--- config.mk ---
export PLATFORM = sky130hd
export DESIGN_NAME = text_console_ctrl
export DESIGN_NICKNAME = d
export VERILOG_FILES = /design/src/rtl/text_console_pkg.sv /design/src/rtl/text_console_ctrl.sv
export SDC_FILE = /design/constraint.sdc
export NUM_CORES = 1
export LEC_CHECK = 0
export ABC_AREA = 1
export CORE_MARGIN = 4
export CORE_UTILIZATION = 54
export DETAILED_ROUTE_END_ITERATION = 7
export GPL_TIMING_DRIVEN = 0
export PLACE_DENSITY = 0.81
export SYNTH_ARGS = -nofsm -noshare
export SYNTH_HDL_FRONTEND = slang
export SYNTH_SLANG_ARGS = --single-unit
--- constraint.sdc ---
create_clock -name clock -period 2.4 [get_ports clock]
set_input_delay 0.6 -clock clock [delete_from_list [all_inputs] [get_ports clock]]
set_output_delay 0.6 -clock clock [all_outputs]
set_load 0.01 [all_outputs]
--- src/rtl/text_console_pkg.sv ---
// Shared definitions for the text console controller.
// Contents: default screen geometry, controller state encoding,
// ASCII control codes and the printable range, and cell_addr(), which
// packs (row, col) into the 11-bit text buffer address.
package text_console_pkg;

  localparam int COLS_DEF = 64;
  localparam int ROWS_DEF = 30;

  typedef enum logic [1:0] {
    ST_IDLE     = 2'd0,
    ST_CLR_LINE = 2'd1,
    ST_CLR_ALL  = 2'd2
  } state_e;

  localparam logic [7:0] CH_BS    = 8'h08;
  localparam logic [7:0] CH_LF    = 8'h0A;
  localparam logic [7:0] CH_FF    = 8'h0C;
  localparam logic [7:0] CH_CR    = 8'h0D;
  localparam logic [7:0] PRINT_LO = 8'h20;
  localparam logic [7:0] PRINT_HI = 8'h7E;

  // Text buffer address is {row[4:0], col[5:0]}.
  function automatic logic [10:0] cell_addr(input logic [4:0] row, input logic [5:0] col);
    return {row, col};
  endfunction

endpackage

--- src/rtl/text_console_ctrl.sv ---
// Character-stream controller for the VGA text buffer.
// It takes bytes over a valid/ready handshake, tracks the cursor and
// turns every byte into at most one buffer write. It also runs the
// blocking clears: one row when the screen wraps, and the whole screen
// on reset, on form feed or on cmd_clear.
// Ports:
//   clock, reset        system clock, async active-low reset
//   char_valid/ready    byte handshake (char_ready is combinational)
//   char_data           ASCII byte
//   cmd_clear           level clear-screen request, same as 0x0C
//   wenable/waddr/wdata text buffer write port ({row,col}, {8'h00,ascii})
//   cursor_col/row      current cursor position
//   busy                a clear is in progress
module text_console_ctrl
  import text_console_pkg::*;
#(
  parameter int COLS = COLS_DEF,
  parameter int ROWS = ROWS_DEF
) (
  input  logic        clock,
  input  logic        reset,
  input  logic        char_valid,
  input  logic [7:0]  char_data,
  output logic        char_ready,
  input  logic        cmd_clear,
  output logic        wenable,
  output logic [10:0] waddr,
  output logic [15:0] wdata,
  output logic [5:0]  cursor_col,
  output logic [4:0]  cursor_row,
  output logic        busy
);

  localparam logic [5:0] COL_LAST = 6'(COLS - 1);
  localparam logic [4:0] ROW_LAST = 5'(ROWS - 1);

  state_e      state;
  // One counter serves both clears: [5:0] is the column, [10:6] the row.
  logic [10:0] clr_ctr;
  wire  [5:0]  clr_col = clr_ctr[5:0];
  wire  [4:0]  clr_row = clr_ctr[10:6];

  logic        is_print, is_ff, row_adv, wrap, do_wr;
  logic [5:0]  nxt_col;
  logic [4:0]  nxt_row;
  logic [10:0] wr_addr;
  logic [7:0]  wr_ch;

  assign char_ready = (state == ST_IDLE) && !cmd_clear;
  assign busy       = (state != ST_IDLE);

  // Decode of the offered byte against the current cursor.
  always_comb begin
    is_print = (char_data >= PRINT_LO) && (char_data <= PRINT_HI);
    is_ff    = (char_data == CH_FF);
    nxt_col  = cursor_col;
    nxt_row  = cursor_row;
    row_adv  = 1'b0;
    do_wr    = 1'b0;
    wr_addr  = cell_addr(cursor_row, cursor_col);
    wr_ch    = char_data;
    if (is_print) begin
      do_wr = 1'b1;
      if (cursor_col == COL_LAST) begin
        nxt_col = '0;
        row_adv = 1'b1;
      end else begin
        nxt_col = cursor_col + 6'd1;
      end
    end else begin
      case (char_data)
        CH_LF: begin
          nxt_col = '0;
          row_adv = 1'b1;
        end
        CH_CR: nxt_col = '0;
        CH_BS: if (cursor_col != '0) begin
          nxt_col = cursor_col - 6'd1;
          do_wr   = 1'b1;
          wr_addr = cell_addr(cursor_row, cursor_col - 6'd1);
          wr_ch   = 8'h00;
        end
        default: ;
      endcase
    end
    wrap = row_adv && (cursor_row == ROW_LAST);
    if (row_adv) nxt_row = wrap ? 5'd0 : cursor_row + 5'd1;
  end

  always_ff @(posedge clock or negedge reset) begin
    if (!reset) begin
      state      <= ST_CLR_ALL;
      clr_ctr    <= '0;
      cursor_col <= '0;
      cursor_row <= '0;
      wenable    <= 1'b0;
      waddr      <= '0;
      wdata      <= '0;
    end else begin
      wenable <= 1'b0;
      case (state)
        ST_IDLE: begin
          // cmd_clear wins over a byte offered in the same cycle.
          if (cmd_clear || (char_valid && is_ff)) begin
            state      <= ST_CLR_ALL;
            clr_ctr    <= '0;
            cursor_col <= '0;
            cursor_row <= '0;
          end else if (char_valid) begin
            cursor_col <= nxt_col;
            cursor_row <= nxt_row;
            if (do_wr) begin
              wenable <= 1'b1;
              waddr   <= wr_addr;
              wdata   <= {8'h00, wr_ch};
            end
            // Screen wrapped: blank the row the cursor just landed on.
            if (wrap) begin
              state   <= ST_CLR_LINE;
              clr_ctr <= cell_addr(nxt_row, 6'd0);
            end
          end
        end
        ST_CLR_LINE, ST_CLR_ALL: begin
          wenable <= 1'b1;
          waddr   <= clr_ctr;
          wdata   <= '0;
          // Step field-wise so rows past ROW_LAST are never addressed.
          if (clr_col == COL_LAST) begin
            if (state == ST_CLR_LINE || clr_row == ROW_LAST) state <= ST_IDLE;
            else clr_ctr <= cell_addr(clr_row + 5'd1, 6'd0);
          end else begin
            clr_ctr <= cell_addr(clr_row, clr_col + 6'd1);
          end
        end
        default: state <= ST_IDLE;
      endcase
    end
  end

endmodule

======== Yosys cells after proc, flatten, opt, wreduce, memory -nomap -nowiden ========
Index checks and enable logic that the tools add are counted.
storage, ports and cells
  logic and storage cells ................. 102
  input port bits ......................... 12
  output and inout bits ................... 41
  register bits after elaboration ......... 52
cells by class
  muxes and demuxes ....................... 46
  magnitude comparators ................... 2
  add/sub/neg operators ................... 5
  reductions and logical operators ........ 21
  equality and inequality tests ........... 20
operators by type and width
  cell                   number
  $mux W11               8
  $mux W16               3
  $mux W6                8
  $pmux W11 S2           2
  $eq A8 B4 Y1 const B   4
  $pmux W16 S2           1
  $mux W8                3
  $mux W5                4
  $reduce_and A4 Y1      4
  $add A6 B1 Y6 const B  2
  $eq A6 B6 Y1 const B   2
  $ne A2 B2 Y1 const B   6
  $pmux W6 S2            1
  $add A5 B1 Y5 const B  2
  $eq A5 B5 Y1 const B   2
  $mux W2                5
  $mux W1                9
  $ge A8 B6 Y1 const B   1
  $le A8 B7 Y1 const B   1
  $ne A3 B2 Y1 const B   2
  $reduce_bool A2 Y1     3
  $reduce_bool A6 Y1     1
  $sub A6 B1 Y6 const B  1
  $reduce_and A5 Y1      1
  13 further kinds       18

======== Longest topological paths before layout ========
Gate-level depths: netlist (run 1).
  depth after elaboration ................. 10
  mapped depth ............................ 13
  mapped depth without buffers ............ 12

======== Worst setup path before layout (run 1) ========
No wires, ideal clock.
  path type ............................... reg2reg
  from .................................... register cursor_col[0]
  to ...................................... register waddr[0]
  setup time .............................. 0.117 ns
  clock period less this slack ............ 1.795 ns
  stages on the path, launching flop included .. 14
  path slack .............................. 0.605 ns
  data required time ...................... 2.283 ns
  arrival time ............................ 1.678 ns
  buffers on the path ..................... 1
  cell sequence ........................... dfrtp_1 inv_1 ha_1 nand3_2 nor2_1 nand2_1 nand2_4 nand2_2 nand3_4 o21ai_4 inv_8 buf_8 nand2_1 nand2_1
on the way
  longest elaborated chain between the ends .. 8
  elaborated cells between the ends (all ways) .. 14
  those cells by class .................... add/sub (1); eq/ne (1); mux (10); reduce/logical (2)
ends and longest elaborated chain
  element                                              RTL line                                          source
  start: declaration                                   text_console_ctrl.sv:29                           output logic [5:0] cursor_col,
  start signal: assignment                             text_console_ctrl.sv:110                          cursor_col <= nxt_col;
  $sub A6 B1 Y6 or $reduce_bool A6 Y1 (tied branches)  text_console_ctrl.sv:80, text_console_ctrl.sv:77
  $mux W6                                              text_console_ctrl.sv:77                           CH_BS: if (cursor_col != '0) begin
  $mux W6                                              text_console_ctrl.sv:71                           case (char_data)
  $mux W6                                              text_console_ctrl.sv:62                           if (is_print) begin
  $mux W11                                             text_console_ctrl.sv:112                          if (do_wr) begin
  $mux W11                                             text_console_ctrl.sv:109                          end else if (char_valid) begin
  $mux W11                                             text_console_ctrl.sv:104                          if (cmd_clear || (char_valid && is_ff)) begin
  $pmux W11 S2                                         text_console_ctrl.sv:101                          case (state)
  end signal: assignment                               text_console_ctrl.sv:114                          waddr <= wr_addr;
  end signal: assignment                               text_console_ctrl.sv:126                          waddr <= clr_ctr;
  end: declaration                                     text_console_ctrl.sv:27                           output logic [10:0] waddr,
Several ways; a longest one is shown, not always the timed one. The select of a mux whose other input is x is not followed.
A chain may end at the register's enable or synchronous reset.

======== Worst setup path after layout (run 1) ========
  from .................................... input char_data[5]
  to ...................................... register clr_ctr[4]
on the way
  longest elaborated chain between the ends .. 6
  elaborated cells between the ends (all ways) .. 15
  those cells by class .................... order compare (2); eq/ne (4); mux (4); reduce/logical (5)
ends and longest elaborated chain
  element                                         RTL line                                          source
  start: declaration                              text_console_ctrl.sv:23                           input logic [7:0] char_data,
  $ge A8 B6 Y1, or another cell as far along      text_console_ctrl.sv:54                           is_print = (char_data >= PRINT_LO) && (char_data <= PRINT_HI);
  $logic_and A1 B1 Y1 or $mux W1 (tied branches)  text_console_ctrl.sv:54, text_console_ctrl.sv:71
  $mux W1                                         text_console_ctrl.sv:62
  $logic_and A1 B1 Y1                             text_console_ctrl.sv:86                           wrap = row_adv && (cursor_row == ROW_LAST);
  $ne A3 B2 Y1 (no line)                          -
  $reduce_and A4 Y1 (no line)                     -
  end signal: assignment                          text_console_ctrl.sv:120                          clr_ctr <= cell_addr(nxt_row, 6'd0);
  end signal: assignment                          text_console_ctrl.sv:131                          else clr_ctr <= cell_addr(clr_row + 5'd1, 6'd0);
  end signal: assignment                          text_console_ctrl.sv:133                          clr_ctr <= cell_addr(clr_row, clr_col + 6'd1);
  end: declaration                                text_console_ctrl.sv:39                           logic [10:0] clr_ctr;
Several ways; a longest one is shown, not always the timed one.

==> reports/metrics.csv, run 1 <==
stage,metric,value,unit
critical_path,crit path max fanout,10,
cts,CTS tree,done,
cts,CTS Buffer Depth,2,
place,pre-CTS setup slack,-0.134,ns
power_and_ir_drop,worst vdd ir,662,uV
sta,Final Cycle Share,0.928,
critical_path,CP required,2.59,ns
synth,Mapped Area,3070,um2
power_and_ir_drop,Internal,2.21,mW
route,routed vias,2876,
sta,clock skew,0.0137,ns
sta,Worst Tran Pin Value,0.578,ns
status,status,"finished, final reports clean",
synth,Synth async-reset ratio,1.00,
cts,Num CTS Buffers,5,
critical_path,CP startpoint kind,input port,
critical_path,slowest CP cell,clkdlybuf4s50_1,
synth,number of enable flip-flop cells after synthesis,0,
synth,Yosys cell types,40,
route,Pre-antenna DRT Iters,6,
route,DRC,0,
cts,CTS Sinks,44,
sta,setup TNS,0,ns
floorplan,Core Footprint,5510,um2
cells_and_area,final instance area,3780,um2
floorplan,DIE WIDTH,83.4,um
cells_and_area,Fillers,480,
cts,CTS HTree Levels,2,
route,wire length per cell,13.3,um
power_and_ir_drop,switching part of the total,0.447,
floorplan,Initial Util,0.558,
sta,# setup viols final,0,
grt,largest net degree at the start of global routing,25,
critical_path,R2R setup slack,0.28,ns
critical_path,crit-path max cell delay,0.49,ns
sta,crit path time final,2.23,ns
cts,root buffer cell,clkbuf_8,
place,detailed placement HPWL,5.73,mm
floorplan,row cnt,27,
cells_and_area,Register Area,1100,um2
route,Routed WL,7.37,mm
cells_and_area,layout cells sized above 1,0.137,
place,Post-DP Area,3650,um2
power_and_ir_drop,P_leak,1.94,nW
grt,initial antenna violation count,0,
hold_path,min-delay worst type,in2async,
cells_and_area,fin nets,504,
cts,CTS clock-pin slew for the worst setup and hold paths,0.10,ns
power_and_ir_drop,PD cells,1050,nW/um2
grt,Total Routing Usage GR,0.219,
power_and_ir_drop,power share of the clock group,0.148,
sta,Final Hold Viols,0,
critical_path,crit path DAT,2.42,ns
sta,Slew headroom,0.615,
run,Max Cap Viol,0,
critical_path,cell chain of the critical path,"clkdlybuf4s50_1, inv_1, a21oi_1, nand2_1, nand2_2, nand4_1, nand2_2, nand3_2, buf_6, nand2_1, o21ai_2",
place,Port Buf Inserts,44,
synth,syn avg cell area,7.26,um2
grt,GRT overflow,0,
synth,Synth area leaders,"dfrtp_1 35%, nand2_1 19%, inv_1 5.0%",
cts,clk_lat worst skew,0.30,ns
route,ANT nets after route,0,
critical_path,crit path capture type,flip-flop,
grt,first-pass GRT wire length,12.7,mm
synth,Seq cells post-synth,44,
synth,post-synth top area share,0.350,
place,Final Wtd Congestion,0.937,
critical_path,crit path kind,in2reg,
sta,hold_ws,0.282,ns
floorplan,die area,6960,um2
synth,"count leader, synth",nand2_1,
cts,quantity of hold-fixing buffers added after cts,0,
cells_and_area,area of the multi-input gates,1660,um2
cells_and_area,Final Core Density,0.687,
synth,Yosys warning count,0,
synth,dominant synthesized flop cell,dfrtp_1,
cells_and_area,n_diodes,0,
sta,FMAX,0.449,GHz
floorplan,Ports,53,
sta,RSZ-0062 raised after global routing,no,
grt,vias in the first global route,2715,
power_and_ir_drop,Comb power frac,0.550,
floorplan,Die Span Y,83.4,um
synth,leading area contributor after synthesis,dfrtp_1,
synth,Post-Syn Instances,423,
cts,"Setup Fix Bufs, Post-CTS",0,
power_and_ir_drop,Net Switching,1.79,mW
sta,worst setup slack after layout,0.172,ns
power_and_ir_drop,Flop pwr share,0.302,
route,Iteration-0 DRC Markers,175,
sta,Final Max Slew Viols,0,
synth,post-synthesis sequential area ratio,0.359,
cells_and_area,area delta synth->final,23.2,%
synth,Commonest cells post-synth,"159 x nand2_1, 43 x dfrtp_1, 41 x inv_1",
route,vias per cell,5.18,
==> layout make-up <==
class,count,share of cell area
Clock buffer,5,0.0182
Inverter,47,0.0499
Buffer,20,0.0413
Multi-Input combinational cell,319,0.440
Timing Repair Buffer,45,0.124
Sequential cell,44,0.291
Clock inverter,3,0.0122
Tap cell,72,0.0238
==> stage by stage <==
stage               instances  total power, mW
CTS                       555             4.01
global route              555             4.34
finish                    555             3.99
detailed placement        547             3.36
floorplan                 430             2.60
global placement          546             3.30
==> cells by family (layout without fill, tap and decap cells) <==
logic type / after synthesis / after routing / share of synthesized area
and+or+nand+nor: 238 / 238 / 0.346
buffers and inverters: 67 / 120 / 0.112
AOI/OAI and AO/OA: 54 / 54 / 0.116
DFF: 44 / 44 / 0.359
adders and majority gates: 10 / 10 / 0.0407
xor gates and xnor gates: 9 / 9 / 0.0257
other: 1 / 8 / 0.00122
==> what timing repair did <==
| action | 4_1_cts | 5_1_grt |
|---|---|---|
| endpoints found under the hold margin | 0 | 0 |
| resized for setup | 2 | 2 |
| setup endpoints to repair | 2 | 2 |
==> power groups by stage <==
stage | Clock [mW] | Combinational, mW | Sequential (mW)
after detailed placement | 0 | 2.15 | 1.22
after CTS | 0.601 | 2.20 | 1.20
after global placement | 0 | 2.09 | 1.21
after floorplan | 0 | 1.35 | 1.26
final | 0.589 | 2.20 | 1.21
after global routing | 0.637 | 2.46 | 1.24
==> critical path: cells and delay by family <==
family	cells	cell delay, ns
compound gates	2	0.30
simple gates	6	0.77
buf+inv	3	0.74
==> worst paths after layout <==
| kind | from | end | depth (start not counted) |
|---|---|---|---|
| worst max-delay path | char_data[5] | clr_ctr[4] | 11 |
| worst min-delay path | reset | wdata[4] | 1 |
| worst max register to register | state[1] | waddr[7] | 7 |
| worst min register to register | waddr[0] | waddr[0] | 2 |
| max in group asynchronous | reset | wdata[3] | 2 |
| min in group clock | waddr[0] | waddr[0] | 2 |
==> per-layer routing <==
metal  vias to the layer above  track usage  wire length, um
met1                      1300        0.292             3340
met5                         -            0                0
li1                       1456            -                -
met4                         0       0.0599              150
met3                        17       0.0417              429
met2                       103        0.364             3450
==> flip-flops by register name, indices dropped and copies added (netlist names) <==
name	cells
wenable	1
cursor_col	6
cursor_row	5
clr_ctr	11
state	2
wdata	8
waddr	11
==> layout by cell type (no fill, tap or decap), types with 3 or more instances in the layout <==
cell type        instances
nand3_2                  3
clkbuf_1                 4
o21ai_0                 21
buf_4                    8
buf_2                    3
o21ai_2                 13
clkdlybuf4s50_1         41
nand3_1                 17
a21oi_1                  8
buf_6                    5
conb_1                   8
clkbuf_8                 5
nand2_2                  7
ha_1                     9
nand4_1                 12
inv_2                    4
xor2_1                   7
nor2_1                  23
inv_1                   41
nor3_1                   5
o211ai_1                 5
dfrtp_1                 43
nand2_1                159
Note: power is estimated with default switching activity, not from simulation.
==> run 2: changes to the inputs <==
Settings changed: CORE_UTILIZATION 54 to 35, PLACE_DENSITY 0.81 to 0.57, TNS_END_PERCENT set to 10.
==> run 2 against run 1 <==
Effect of this change:
- count of clock-buffer cells in the layout unchanged
- largest power group unchanged
- cell count grew 5.8%
- global-route usage down 5.9 points
- worst setup slack improved by 0.016 ns
- critical endpoint unchanged
- critical path type unchanged
- clock skew fell by 0.0077 ns
- sequential power barely moved
==> reports/metrics.csv, run 2 (synthesis results as in run 1) <==
stage,metric,value,unit,change
place,Final Wtd Congestion,0.885,,-5.5%
cts,CTS Buffer Depth,2,,unchanged
route,Pre-antenna DRT Iters,5,,-1
power_and_ir_drop,power share of the clock group,0.164,,+0.016
power_and_ir_drop,switching part of the total,0.437,,-0.0101
cells_and_area,n_diodes,0,,unchanged
route,Iteration-0 DRC Markers,202,,+15%
place,pre-CTS setup slack,-0.109,ns,+0.0254 ns
route,ANT nets after route,0,,unchanged
cells_and_area,most frequent cells in the layout,"159 x nand2_1, 43 x dfrtp_1, 41 x inv_1, 41 x clkdlybuf4s50_1, 23 x nor2_1",,
grt,GRT overflow,0,,unchanged
critical_path,crit path capture type,flip-flop,,
route,wire length per cell,13.3,um,+0.12%
cells_and_area,"most common cell after layout, fill and taps aside",nand2_1,,
power_and_ir_drop,Flop pwr share,0.296,,-0.006
floorplan,DIE WIDTH,102,um,+22%
run,Max Cap Viol,0,,unchanged
floorplan,Die Span Y,102,um,+22%
power_and_ir_drop,worst vdd ir,500,uV,-24%
grt,initial antenna violation count,0,,unchanged
critical_path,CP startpoint kind,input port,,
route,routed vias,2793,,-2.9%
grt,Total Routing Usage GR,0.159,,-0.0595
floorplan,row cnt,33,,+22%
route,DRC,0,,unchanged
cells_and_area,fin nets,504,,unchanged
sta,clock skew,0.00602,ns,-0.00771 ns
sta,Final Max Slew Viols,0,,unchanged
critical_path,crit path max fanout,10,,unchanged
sta,RSZ-0062 raised after global routing,no,,
route,vias per cell,4.76,,-8.2%
grt,Global Route met1 Usage,0.242,,-0.0504
grt,busiest grt layer,met1,,
place,Post-DP Area,3690,um2,+0.93%
cells_and_area,Fillers,873,,+82%
cts,CTS clock-pin slew for the worst setup and hold paths,0.09,ns,about the same
power_and_ir_drop,P_leak,1.95,nW,+0.32%
sta,worst setup slack after layout,0.188,ns,+0.0162 ns
grt,largest net degree at the start of global routing,25,,unchanged
hold_path,min-delay worst type,in2async,,
cells_and_area,area delta synth->final,24.7,%,
sta,hold_ws,0.278,ns,-0.00388 ns
grt,M2 GR Usage,0.232,,-0.131
cts,quantity of hold-fixing buffers added after cts,0,,unchanged
cells_and_area,Regs by FF count,"clr_ctr (11), waddr (11), wdata (8)",,
place,Inst Count DP,580,,+6.0%
critical_path,crit path kind,in2reg,,
status,status,"finished, final reports clean",,
sta,# setup viols final,0,,unchanged
sta,crit path time final,2.21,ns,-0.0162 ns
cts,CTS tree,done,,
power_and_ir_drop,Net Switching,1.79,mW,+0.14%
cts,clk_lat worst skew,0.29,ns,about the same
critical_path,CP required,2.59,ns,about the same
sta,setup TNS,0,ns,unchanged
cts,CTS HTree Levels,2,,unchanged
floorplan,Core Footprint,8380,um2,+52%
cts,Num CTS Buffers,5,,unchanged
grt,first-pass GRT wire length,13.2,mm,+3.9%
sta,Slew headroom,0.633,,+0.0183
critical_path,crit path DAT,2.40,ns,-0.02 ns
cells_and_area,Final Core Density,0.457,,-0.230
cts,root buffer cell,clkbuf_8,,
floorplan,die area,10300,um2,+49%
cells_and_area,layout cells sized above 1,0.135,,-0.00179
place,detailed placement HPWL,6.06,mm,+5.7%
grt,met3 Usage GRT,0.0241,,-0.0176
place,Port Buf Inserts,44,,unchanged
sta,Final Hold Viols,0,,unchanged
sta,Worst Tran Pin Value,0.550,ns,-0.0275 ns
cts,CTS Sinks,44,,unchanged
sta,Final Cycle Share,0.922,,-0.00673
route,Routed WL,7.80,mm,+5.9%
power_and_ir_drop,Comb power frac,0.540,,-0.010
cts,"Setup Fix Bufs, Post-CTS",0,,unchanged
grt,vias in the first global route,2669,,-1.7%
power_and_ir_drop,PnR Total Power,4.09,mW,+2.5%
floorplan,Ports,53,,unchanged
cells_and_area,"non-filler cells, final",587,,+5.8%
power_and_ir_drop,Internal,2.30,mW,+4.3%
cells_and_area,final instance area,3830,um2,+1.3%
sta,FMAX,0.452,GHz,+0.73%
power_and_ir_drop,PD cells,1070,nW/um2,+1.2%
floorplan,Initial Util,0.367,,-0.191
run 2: cell count changes in the layout (fill, tap and decap cells not counted), sizes merged:
| cell | delta |
|---|---|
| inv | -1 |
| clkinvlp | -1 |
| bufinv | +1 |
run 2: final timing paths:
path | start | end | slack [ns] | cells after the start
setup / recovery | char_data[6] | clr_ctr[4] | 0.19 | 11
setup reg to reg | state[1] | waddr[10] | 0.23 | 7
hold reg to reg | wdata[3] | wdata[3] | 0.47 | 2
min in group clock | wdata[3] | wdata[3] | 0.47 | 2
max in group asynchronous | reset | waddr[3] | 1.60 | 2
hold / removal | reset | cursor_col[4] | 0.28 | 1
run 2: timing repair:
item | in CTS | in global routing
resized for setup | 2 | 2
cloned | 0 | 0
endpoints found under the hold margin | 0 | 0
setup endpoints to repair | 2 | 2
run 2: worst max-delay path, cell delays in order:
cell,delay [ns]
clkdlybuf4s50_1,0.49
inv_2,0.06
a21oi_1,0.26
nand2_1,0.19
nand2_2,0.17
nand4_1,0.13
nand2_2,0.12
nand3_2,0.10
buf_6,0.16
nand2_1,0.07
o21ai_2,0.05
run 2: layout make-up:
cell class / instances / area [um2] / area share
Buffer: 20 / 156 / 0.0408
Clock inverter: 2 / 60.1 / 0.0157
Timing Repair Buffer: 45 / 460 / 0.120
Clock buffer: 5 / 68.8 / 0.0180
Multi-Input combinational cell: 319 / 1660 / 0.434
Tap cell: 105 / 131 / 0.0343
Sequential cell: 44 / 1100 / 0.288
Inverter: 47 / 189 / 0.0493
run 2: power groups by stage:
stage | sequential (mW) | clock [mW] | combinational, mW
floorplan | 1.26 | 0 | 1.35
global placement | 1.22 | 0 | 2.16
detailed placement | 1.23 | 0 | 2.17
CTS | 1.22 | 0.690 | 2.23
global route | 1.25 | 0.712 | 2.48
finish | 1.21 | 0.669 | 2.21
run 2: routing by layer:
| layer | wire [um] | up-vias |
|---|---|---|
| met2 | 3400 | 73 |
| met1 | 3920 | 1265 |
| met5 | 0 | - |
| met4 | 110 | 0 |
| met3 | 379 | 9 |
| li1 | - | 1446 |
==> run 3: changes to the inputs <==
Settings changed: CORE_MARGIN 4 to not set, CTS_CLUSTER_DIAMETER set to 200.
==> run 3 against run 2 <==
Effect of this change:
- wire length fell by 1.8%
- maximum frequency rose by 1.1%
- sequential power barely moved
- global-route usage rose by 2.6 points
- sequential share of layout area did not move
- via count rose by 0.14%
- critical path depth fell by 4
- sequential cell count did not move
- die area fell by 11%
- critical path type is now reg2reg
- critical endpoint is now waddr[7]
==> reports/metrics.csv, run 3 (synthesis results as in run 1) <==
stage,metric,value,unit,change
critical_path,crit path kind,reg2reg,,
route,wire length per cell,13.0,um,-1.8%
sta,Slew headroom,0.656,,+0.0229
power_and_ir_drop,PnR Total Power,4.08,mW,-0.36%
cells_and_area,"non-filler cells, final",587,,unchanged
cts,CTS tree,done,,
cts,clk_lat worst skew,0.30,ns,about the same
cts,CTS Sinks,44,,unchanged
floorplan,die area,9160,um2,-11%
floorplan,Core Footprint,8340,um2,-0.49%
sta,RSZ-0062 raised after global routing,no,,
place,Port Buf Inserts,44,,unchanged
grt,initial antenna violation count,0,,unchanged
floorplan,Initial Util,0.368,,+0.00181
floorplan,row cnt,33,,unchanged
run,Max Cap Viol,0,,unchanged
grt,Total Routing Usage GR,0.185,,+0.0256
cells_and_area,Regs by FF count,"clr_ctr (11), waddr (11), wdata (8)",,
cts,CTS clock-pin slew for the worst setup and hold paths,0.09,ns,about the same
power_and_ir_drop,P_leak,1.95,nW,unchanged
cells_and_area,most frequent cells in the layout,"159 x nand2_1, 43 x dfrtp_1, 41 x inv_1, 41 x clkdlybuf4s50_1, 23 x nor2_1",,
critical_path,worst r2r src,state[1],,
route,routed vias,2797,,+0.14%
critical_path,CP startpoint kind,flip-flop,,
floorplan,Die Span Y,95.7,um,-5.9%
sta,Worst Tran Pin Value,0.516,ns,-0.0344 ns
sta,FMAX,0.457,GHz,+1.1%
sta,crit path time final,2.19,ns,-0.0239 ns
cells_and_area,n_diodes,0,,unchanged
critical_path,crit path capture type,flip-flop,,
route,vias per cell,4.76,,+0.14%
cts,CTS Buffer Depth,2,,unchanged
sta,clock skew,0.0102,ns,+0.00421 ns
cts,"Setup Fix Bufs, Post-CTS",0,,unchanged
grt,first-pass GRT wire length,12.9,mm,-2.1%
route,DRC,0,,unchanged
cts,root buffer cell,clkbuf_8,,
cells_and_area,"most common cell after layout, fill and taps aside",nand2_1,,
sta,# setup viols final,0,,unchanged
power_and_ir_drop,PD cells,1060,nW/um2,-0.36%
place,Final Wtd Congestion,0.870,,-1.8%
place,detailed placement HPWL,6.00,mm,-0.94%
route,Routed WL,7.66,mm,-1.8%
cells_and_area,fin nets,504,,unchanged
sta,Final Max Slew Viols,0,,unchanged
status,status,"finished, final reports clean",,
grt,largest net degree at the start of global routing,27,,+8.0%
hold_path,min-delay worst type,in2async,,
cells_and_area,layout cells sized above 1,0.135,,unchanged
grt,vias in the first global route,2613,,-2.1%
route,ANT nets after route,0,,unchanged
critical_path,crit path max fanout,10,,unchanged
cells_and_area,area delta synth->final,24.7,%,unchanged
cts,Num CTS Buffers,5,,unchanged
grt,GRT overflow,0,,unchanged
sta,Final Cycle Share,0.912,,-0.00997
critical_path,crit path from,state[1],,
critical_path,CP required,2.59,ns,about the same
route,Pre-antenna DRT Iters,4,,-1
floorplan,Ports,53,,unchanged
route,Iteration-0 DRC Markers,103,,-49%
sta,Final Hold Viols,0,,unchanged
cts,CTS HTree Levels,2,,unchanged
floorplan,DIE WIDTH,95.7,um,-5.9%
critical_path,crit path DAT,2.38,ns,-0.02 ns
power_and_ir_drop,worst vdd ir,425,uV,-15%
place,Inst Count DP,580,,unchanged
run 3: worst paths after layout:
| check | slack (ns) | endpoint | cells past startpoint |
|---|---|---|---|
| max in group asynchronous | 1.62 | clr_ctr[6] | 2 |
| min in group clock | 0.47 | waddr[9] | 2 |
| min | 0.26 | cursor_col[3] | 1 |
| max reg2reg | 0.21 | waddr[7] | 7 |
| max | 0.21 | waddr[7] | 7 |
| min reg2reg | 0.47 | waddr[9] | 2 |
run 3: critical path, stage by stage, from the launching register on:
cell	delay [ns]
dfstp_2	0.56
inv_1	0.08
ha_4	0.30
clkbuf_1	0.36
clkbuf_1	0.39
o21ai_0	0.22
nand2_1	0.12
nand2_1	0.06
run 3: layout make-up:
class	instances	area, um2
Clock inverter	2	60.1
Multi-Input combinational cell	319	1660
Buffer	20	156
Inverter	47	189
Sequential cell	44	1100
Tap cell	105	131
Timing Repair Buffer	45	460
Clock buffer	5	68.8
Fill cell	855	4510
run 3: repair_timing:
action                     4_1_cts  5_1_grt
hold buffers                     0        0
setup endpoints to repair        2        2
gates cloned                     0        0
resized for setup                2        2
run 3: per-stage QoR:
step	hold slack [ns]	instance area, um2	worst slack (ns)	util	TNS [ns]
after floorplan	0.304	3100	0.605	-	0
after global placement	0.455	3670	-0.600	0.440	-26.80
after detailed placement	0.459	3690	-0.124	0.442	-2.21
after CTS	0.278	3830	0.0231	0.459	0
after global routing	0.298	3830	0.0483	0.459	0
final	0.260	3830	0.212	0.459	0
run 3: per-layer routing:
metal	GRT usage	wire length, um
met5	0	0
met3	0.0284	301
met4	0.0498	76
met1	0.265	3960
met2	0.288	3320
run 3: where the power goes:
| group | internal [mW] | switching, mW | leakage [nW] |
|---|---|---|---|
| logic | 0.904 | 1.29 | 1.30 |
| clock network | 0.410 | 0.257 | 0.0642 |
| registers | 0.985 | 0.229 | 0.588 |
